**config.mk**
```make
export PLATFORM = sky130hd
export DESIGN_NAME = core_command_framer
export DESIGN_NICKNAME = d
export VERILOG_FILES = /design/src/rtl/core_command_framer.sv
export SDC_FILE = /design/constraint.sdc
export NUM_CORES = 1
export LEC_CHECK = 0
export BUFFER_PORTS_ARGS = -buffer_cell sky130_fd_sc_hd__buf_2
export CORE_UTILIZATION = 51
export DETAILED_ROUTE_END_ITERATION = 10
export PLACE_DENSITY = 0.85
export SYNTH_ARGS = -nofsm -noshare
export SYNTH_HDL_FRONTEND = slang
export SYNTH_SLANG_ARGS = --single-unit
```
**constraint.sdc**
```tcl
create_clock -name clk_i -period 5.45 [get_ports clk_i]
set_clock_uncertainty 0.05 [all_clocks]
set_input_delay 0.2725 -clock clk_i [delete_from_list [all_inputs] [get_ports clk_i]]
set_output_delay 0.2725 -clock clk_i [all_outputs]
set_load 0.03 [all_outputs]
```
**src/rtl/core_command_framer.sv**
```systemverilog
// ============================================================================
// Module      : core_command_framer
// Description : Byte-stream command framer between the host link byte layer
//               and the core interface; issues one command, returns a 4-byte
//               reply. Optional checksum byte enabled by FRAMER_CHECKSUM_EN.
// Revision    : 1.0 - initial release
// ============================================================================
`default_nettype none

module core_command_framer #(
    parameter int RESULT_LATENCY = 2,
    parameter int TIMEOUT_CYCLES = 1000
) (
    input  logic        clk_i,
    input  logic        rst_i,
    input  logic [7:0]  rx_data_i,
    input  logic        rx_valid_i,
    output logic        rx_ready_o,
    output logic [7:0]  tx_data_o,
    output logic        tx_valid_o,
    input  logic        tx_ready_i,
    output logic [7:0]  instruction_o,
    output logic [23:0] address_o,
    output logic [31:0] value_o,
    input  logic [31:0] result_i,
    output logic        busy_o,
    output logic        frame_err_o
);

    localparam logic [1:0] S_RX    = 2'd0;
    localparam logic [1:0] S_ISSUE = 2'd1;
    localparam logic [1:0] S_WAIT  = 2'd2;
    localparam logic [1:0] S_TX    = 2'd3;

`ifdef FRAMER_CHECKSUM_EN
    localparam int FRAME_BYTES = 9;
`else
    localparam int FRAME_BYTES = 8;
`endif

    localparam int               SHIFT_W    = (FRAME_BYTES - 1) * 8;
    localparam int               IDLE_W     = (TIMEOUT_CYCLES > 1) ? $clog2(TIMEOUT_CYCLES + 1) : 1;
    localparam logic [IDLE_W-1:0] IDLE_LIMIT = IDLE_W'((TIMEOUT_CYCLES > 0) ? TIMEOUT_CYCLES - 1 : 0);
    localparam logic [3:0]       LAST_BYTE  = 4'(FRAME_BYTES - 1);
    localparam logic [3:0]       LAT        = 4'(RESULT_LATENCY);

    logic [1:0]          state_q, state_d;
    logic [3:0]          cnt_q, cnt_d;
    logic [SHIFT_W-1:0]  frame_q, frame_d;
    logic [IDLE_W-1:0]   idle_q, idle_d;
    logic [3:0]          wait_q, wait_d;
    logic [1:0]          txcnt_q, txcnt_d;
    logic [31:0]         result_q, result_d;
    logic [7:0]          instr_q, instr_d;
    logic [23:0]         addr_q, addr_d;
    logic [31:0]         value_q, value_d;
    logic                rx_ready_q, rx_ready_d;
    logic                err_q, err_d;

    logic                   w_rx_hs;
    logic                   w_tx_hs;
    logic [FRAME_BYTES*8-1:0] w_frame_full;
    logic [7:0]             w_instr;
    logic [23:0]            w_addr;
    logic [31:0]            w_value;
    logic                   w_cksum_bad;

    assign w_rx_hs      = rx_valid_i & rx_ready_q;
    assign w_tx_hs      = tx_valid_o & tx_ready_i;
    // Frame as it stands including the byte being accepted this cycle.
    assign w_frame_full = {frame_q, rx_data_i};
    assign w_instr      = w_frame_full[FRAME_BYTES*8-1  -: 8];
    assign w_addr       = w_frame_full[FRAME_BYTES*8-9  -: 24];
    assign w_value      = w_frame_full[FRAME_BYTES*8-33 -: 32];

`ifdef FRAMER_CHECKSUM_EN
    logic [7:0] w_xor;
    always_comb begin
        w_xor = 8'h00;
        for (int i = 0; i < FRAME_BYTES; i++) begin
            w_xor = w_xor ^ w_frame_full[i*8 +: 8];
        end
    end
    assign w_cksum_bad = (w_xor != 8'h00);
`else
    assign w_cksum_bad = 1'b0;
`endif

    always_comb begin
        state_d  = state_q;
        cnt_d    = cnt_q;
        frame_d  = frame_q;
        idle_d   = idle_q;
        wait_d   = wait_q;
        txcnt_d  = txcnt_q;
        result_d = result_q;
        instr_d  = 8'h00;
        addr_d   = addr_q;
        value_d  = value_q;
        err_d    = 1'b0;

        case (state_q)
            S_RX: begin
                if (w_rx_hs) begin
                    idle_d  = '0;
                    frame_d = w_frame_full[SHIFT_W-1:0];
                    if (cnt_q == LAST_BYTE) begin
                        cnt_d = 4'd0;
                        if (w_cksum_bad) begin
                            err_d = 1'b1;
                        end else if (w_instr != 8'h00) begin
                            state_d = S_ISSUE;
                            instr_d = w_instr;
                            addr_d  = w_addr;
                            value_d = w_value;
                        end
                    end else begin
                        cnt_d = cnt_q + 4'd1;
                    end
                end else if ((cnt_q != 4'd0) && (TIMEOUT_CYCLES != 0)) begin
                    if (idle_q == IDLE_LIMIT) begin
                        cnt_d  = 4'd0;
                        idle_d = '0;
                        err_d  = 1'b1;
                    end else begin
                        idle_d = idle_q + IDLE_W'(1);
                    end
                end
            end
            S_ISSUE: begin
                wait_d  = 4'd1;
                state_d = S_WAIT;
            end
            S_WAIT: begin
                // Last WAIT cycle lands exactly RESULT_LATENCY cycles after ISSUE.
                if (wait_q == LAT) begin
                    result_d = result_i;
                    txcnt_d  = 2'd0;
                    state_d  = S_TX;
                end else begin
                    wait_d = wait_q + 4'd1;
                end
            end
            S_TX: begin
                if (w_tx_hs) begin
                    result_d = {result_q[23:0], 8'h00};
                    txcnt_d  = txcnt_q + 2'd1;
                    if (txcnt_q == 2'd3) begin
                        state_d = S_RX;
                    end
                end
            end
            default: state_d = S_RX;
        endcase

        rx_ready_d = (state_d == S_RX);
    end

    always_ff @(posedge clk_i or posedge rst_i) begin
        if (rst_i) begin
            state_q    <= S_RX;
            cnt_q      <= 4'd0;
            frame_q    <= '0;
            idle_q     <= '0;
            wait_q     <= 4'd0;
            txcnt_q    <= 2'd0;
            result_q   <= 32'd0;
            instr_q    <= 8'h00;
            addr_q     <= 24'd0;
            value_q    <= 32'd0;
            rx_ready_q <= 1'b0;
            err_q      <= 1'b0;
        end else begin
            state_q    <= state_d;
            cnt_q      <= cnt_d;
            frame_q    <= frame_d;
            idle_q     <= idle_d;
            wait_q     <= wait_d;
            txcnt_q    <= txcnt_d;
            result_q   <= result_d;
            instr_q    <= instr_d;
            addr_q     <= addr_d;
            value_q    <= value_d;
            rx_ready_q <= rx_ready_d;
            err_q      <= err_d;
        end
    end

    assign rx_ready_o    = rx_ready_q;
    assign tx_valid_o    = (state_q == S_TX);
    assign tx_data_o     = result_q[31:24];
    assign instruction_o = instr_q;
    assign address_o     = addr_q;
    assign value_o       = value_q;
    assign busy_o        = (state_q != S_RX) || (cnt_q != 4'd0);
    assign frame_err_o   = err_q;

endmodule

`default_nettype wire
```
# Yosys cells after proc, flatten, opt, wreduce, memory -nomap -nowiden
# Index checks and enable logic that the tools add are counted.
[op_classes]
bitwise_logic = 2
n_reduce_logical = 16
addsub = 4
eq_ne = 10
n_mux = 30
[op_table]
columns = ["operator", "count"]
rows = [
  ["$mux W32", 2],
  ["$pmux W32 S2", 1],
  ["$mux W8", 4],
  ["$mux W10", 3],
  ["$mux W4", 5],
  ["$mux W2", 8],
  ["$add A10 B1 Y10 const B", 1],
  ["$eq A10 B10 Y1 const B", 1],
  ["$reduce_bool A2 Y1", 5],
  ["$add A4 B1 Y4 const B", 2],
  ["$pmux W2 S4", 1],
  ["$pmux W4 S2", 1],
  ["$reduce_bool A8 Y1", 1],
  ["$eq A2 B2 Y1 const B", 3],
  ["$reduce_and A2 Y1", 3],
  ["$reduce_and A3 Y1", 2],
  ["$eq A4 B2 Y1 const B", 1],
  ["$eq A4 B3 Y1 const B", 1],
  ["$logic_not A2 Y1", 2],
  ["$mux W1", 4],
  ["$ne A2 B2 Y1 const B", 2],
  ["$pmux W2 S2", 1],
  ["$reduce_and A4 Y1", 1],
  ["$reduce_bool A4 Y1", 1],
  ["5 further kinds", 6],
]
[word_totals]
out_inout_bits = 76
inputBits = 44
reg_bits = 176
word_cells = 74

# Logic depth before layout (Yosys ltp)
[logic_depth]
depth_word = 6
mapped_depth = 8

# Worst setup path after synthesis
# OpenSTA, ideal clock, no wires.
[synth_path]
kind = "flip-flop to flip-flop"
start = "register rx_ready_q (netlist: rx_ready_o)"
end = "register value_q[13] (netlist: value_o[13])"
stages_incl_launch_ff = 7
slack_ns = 3.268
arrival_ns = 2.005
period_less_slack_ns = 2.182
required_ns = 5.273
path_cell_list = "dfrtp_1 nand2_1 nor4_4 a21boi_2 buf_6 buf_8 mux2_1"
[synth_via]
elab_chain_cells = 2
[synth_lines]
columns = ["item", "line_no", "source"]
rows = [
  ["start, declared", "57", "logic rx_ready_q, rx_ready_d;"],
  ["start signal, assigned", "184", "rx_ready_q <= rx_ready_d;"],
  ["$and A1 B1 Y1", "68", "assign w_rx_hs = rx_valid_i & rx_ready_q;"],
  ["$reduce_and A4 Y1 (no source line)", "-", ""],
  ["end signal, assigned", "183", "value_q <= value_d;"],
  ["end, declared", "56", "logic [31:0] value_q, value_d;"],
]
# Every way passes these cells.
# A chain may end at the register's enable or synchronous reset.

# Final worst setup path
[layout_path]
start = "register state_q[0]"
end = "register addr_q[7] (netlist: address_o[7])"
[layout_via]
elab_chain_cells = 2
[layout_lines]
columns = ["item", "line_no", "source"]
rows = [
  ["start, declared", "47", "logic [1:0] state_q, state_d;"],
  ["start signal, assigned", "174", "state_q <= state_d;"],
  ["$logic_not A2 Y1", "102", "case (state_q)"],
  ["$reduce_and A4 Y1 (no source line)", "-", ""],
  ["end signal, assigned", "182", "addr_q <= addr_d;"],
  ["end, declared", "55", "logic [23:0] addr_q, addr_d;"],
]
# Every way passes these cells.

==> flow_summary.yaml <==
floorplanning:
  initial_core_util: 0.5314
  num_io_pins: 120
  dieHeight_um: 120.6
  coreArea_um2: 13510
  die-area_um2: 14550
  rows: 42
  die_w_um: 120.6
flow_run:
  max_cap_viol_count: 0
power:
  leakage_uw: 0.004463
  power_frac_clock: 0.358
  p_switching_uw: 966.3
  pwr-share-comb: 0.175
  p_int_uw: 2354
  switching_share: 0.2910
  irDropWorstVdd_v: 0.0002589
  sequentialPowerShare: 0.466
  p_per_area_nw_per_um2: 393.3
min_path:
  hold_path_class: "input pin to asynchronous set/reset pin"
setup_path:
  crit_type: "register to register"
  cp-startpoint: "state_q[0]"
  crit_path_start_kind: "register"
  r2r_start: "state_q[0]"
  cp-end-kind: "register"
  worstPathRequired_ns: 5.71
  rr_worst_depth: 5
  worst_ep_arrival_time_ns: 3.62
  cp_max_fo: 37
yosys:
  yosysTopAreaCell: "dfrtp_1"
  yosys.area_share.simple: 0.06886
  ys_seq_area_frac: 0.6137
  syn_area_per_cell_um2: 13.54
  synth.mux.area_fraction: 0.2106
  synth_cells: 530
  synth-async-reset-ratio: 1.000
  yosys_warnings: 0
  ys_seq_elements: 176
  synth_area_um2: 7177
  synth-compound-area-share: 0.06259
  synth_area_leaders: "dfrtp_1, mux2_2, mux2i_1"
  synthDistinctLibCells: 47
  synth_top_flop_cell: "dfrtp_1"
  ys_top_cells_by_count: "dfrtp_1, mux2_2, nand2_1"
  syn_nets: 580
  synth_edf_count: 0
  synth_most_common_cell: "dfrtp_1"
  yosys.area_share.adder: 0.01046
  synth_xor_area_frac: 0.001220
  synth_top_family_by_area: "multiplexers"
  synth_top_area_frac: 0.6137
detailed_routing:
  first_pass_iters: 4
  viasPerCell: 5.362
  totalWireLength_um: 13830
  drt_iter0_drc: 275
  remaining_drc_errors: 0
  num_vias: 4440
  ant_nets: 0
  wl_per_cell_um: 16.70
sta:
  fin_ws_ns: 2.086
  tns_ns: 0
  final.period_utilization: 0.6173
  setup_viol: 0
  worstMarginPinSlew_ns: 1.279
  slew-limit-headroom: 0.1455
  rsz0062_at_grt: "false"
  fmax_mhz: 297.3
  fin_crit_ns: 3.364
  final_max_slew_viol_count: 0
  hold_viol_final: 0
grt:
  gr-total-overflow: 0
  grt_pass1_wl_um: 22710
  grt_max_degree: 116
  grt_antenna_before_repair: 0
  grt.total_usage: 0.2060
  grt_pass1_vias: 4507
cts:
  post_cts_buffers: 0
  clock-sinks: 176
  cts_tree: "yes"
  cts_buffers: 17
  clock-root-buffer: "clkbuf_16"
  path_clk_slew_ns: 0.07
  clockBufferDepth: 2
  htree_levels: 4
  cts_hold_repair.buffers: 0
  ctsResizeCount: 0
  insertion_delay_ns: 0.43
place:
  place_congestion: 0.8391
  hpwl_um: 9411
  numPortBuffers: 119
  pre_cts_ws_ns: 2.119
  placed_cells: 796
layout:
  syn_to_final_growth_pct: 17.63
  fill_cells: 1015
  antenna_cells: 0
  drive_above_1_share: 0.3896
  stdcell_count: 828
  fin_nets: 689
  finish.utilization: 0.6251
outcome:
  status: "finished clean"
==> worst paths after layout <==
path | slack (ns) | to
max | 2.09 | address_o[7]
min | 0.01 | result_q[19]
max reg2reg | 2.09 | address_o[7]
min reg2reg | 0.42 | result_q[31]
max in group asynchronous | 3.95 | frame_q[5]
min in group clk_i | 0.03 | value_o[7]
==> logic make-up (layout without fill, tap and decap cells) <==
| kind of cell | after synthesis | in the layout |
|---|---|---|
| compound gates | 73 | 73 |
| xor+xnor | 1 | 1 |
| fa+ha+maj | 6 | 6 |
| buf+inv | 43 | 165 |
| flops | 176 | 176 |
| mux | 137 | 137 |
| simple gates | 94 | 94 |
==> cell type report <==
cell class / count / area, µm² / area share
Clock inverter: 15 / 158.9 / 0.01882
Inverter: 9 / 38.79 / 0.004595
Tap cell: 176 / 220.2 / 0.02609
Clock buffer: 17 / 425.4 / 0.05039
Sequential cell: 176 / 4404 / 0.5217
Timing Repair Buffer: 124 / 633.1 / 0.07500
Multi-Input combinational cell: 311 / 2561 / 0.3034
==> layer usage <==
layer  share of wire  global-route usage  vias up
met3           0.045             0.05236       24
met4           0.024             0.09491        0
met5               0                   0        -
li1                -                   -     2101
met1            0.44              0.2613     2210
met2            0.49              0.3330      105
==> sequential cells by signal, indices dropped and copies added (netlist names), 4 cells and up <==
name           cells
idle_q            10
frame_q           56
address_o         24
wait_q             4
result_q          32
cnt_q              4
value_o           32
instruction_o      8
==> worst max-delay path: stages, from the launching register on <==
cell and delay (ns):
dfrtp_1 0.52, or2_1 0.33, nor4_4 0.41, a21boi_4 1.06, buf_4 0.46, mux2_2 0.39
==> cell usage in the layout, fill, tap and decap left out, types with 8 or more instances in the layout <==
cell,synthesis,layout
a21oi_1,13,13
a22o_1,9,9
and2_1,9,9
buf_2,1,119
clkbuf_16,0,17
dfrtp_1,176,176
inv_1,9,8
mux2_1,19,19
mux2_2,93,93
mux2i_1,25,25
nand2_1,39,39
nand3_1,11,11
o21ai_0,34,34
==> power by group through the flow <==
stage | clock [µW] | sequential [µW] | combinational, µW
2_1_floorplan | 0 | 1540 | 500
6_report | 1190 | 1550 | 582
3_5_place_dp | 0 | 1570 | 583
4_1_cts | 1210 | 1550 | 587
3_3_place_gp | 0 | 1560 | 553
5_1_grt | 1270 | 1570 | 655
==> through the flow <==
stage | area [µm²] | hold WS (ns) | total power, µW
6_report | 8442 | 0.01338 | 3321
5_1_grt | 8442 | 0.01116 | 3489
4_1_cts | 8442 | 0.003705 | 3342
3_5_place_dp | 7858 | 0.4149 | 2155
3_3_place_gp | 7858 | 0.4084 | 2116
2_1_floorplan | 7177 | 0.3475 | 2035
Power figures use the tool's default switching activity.
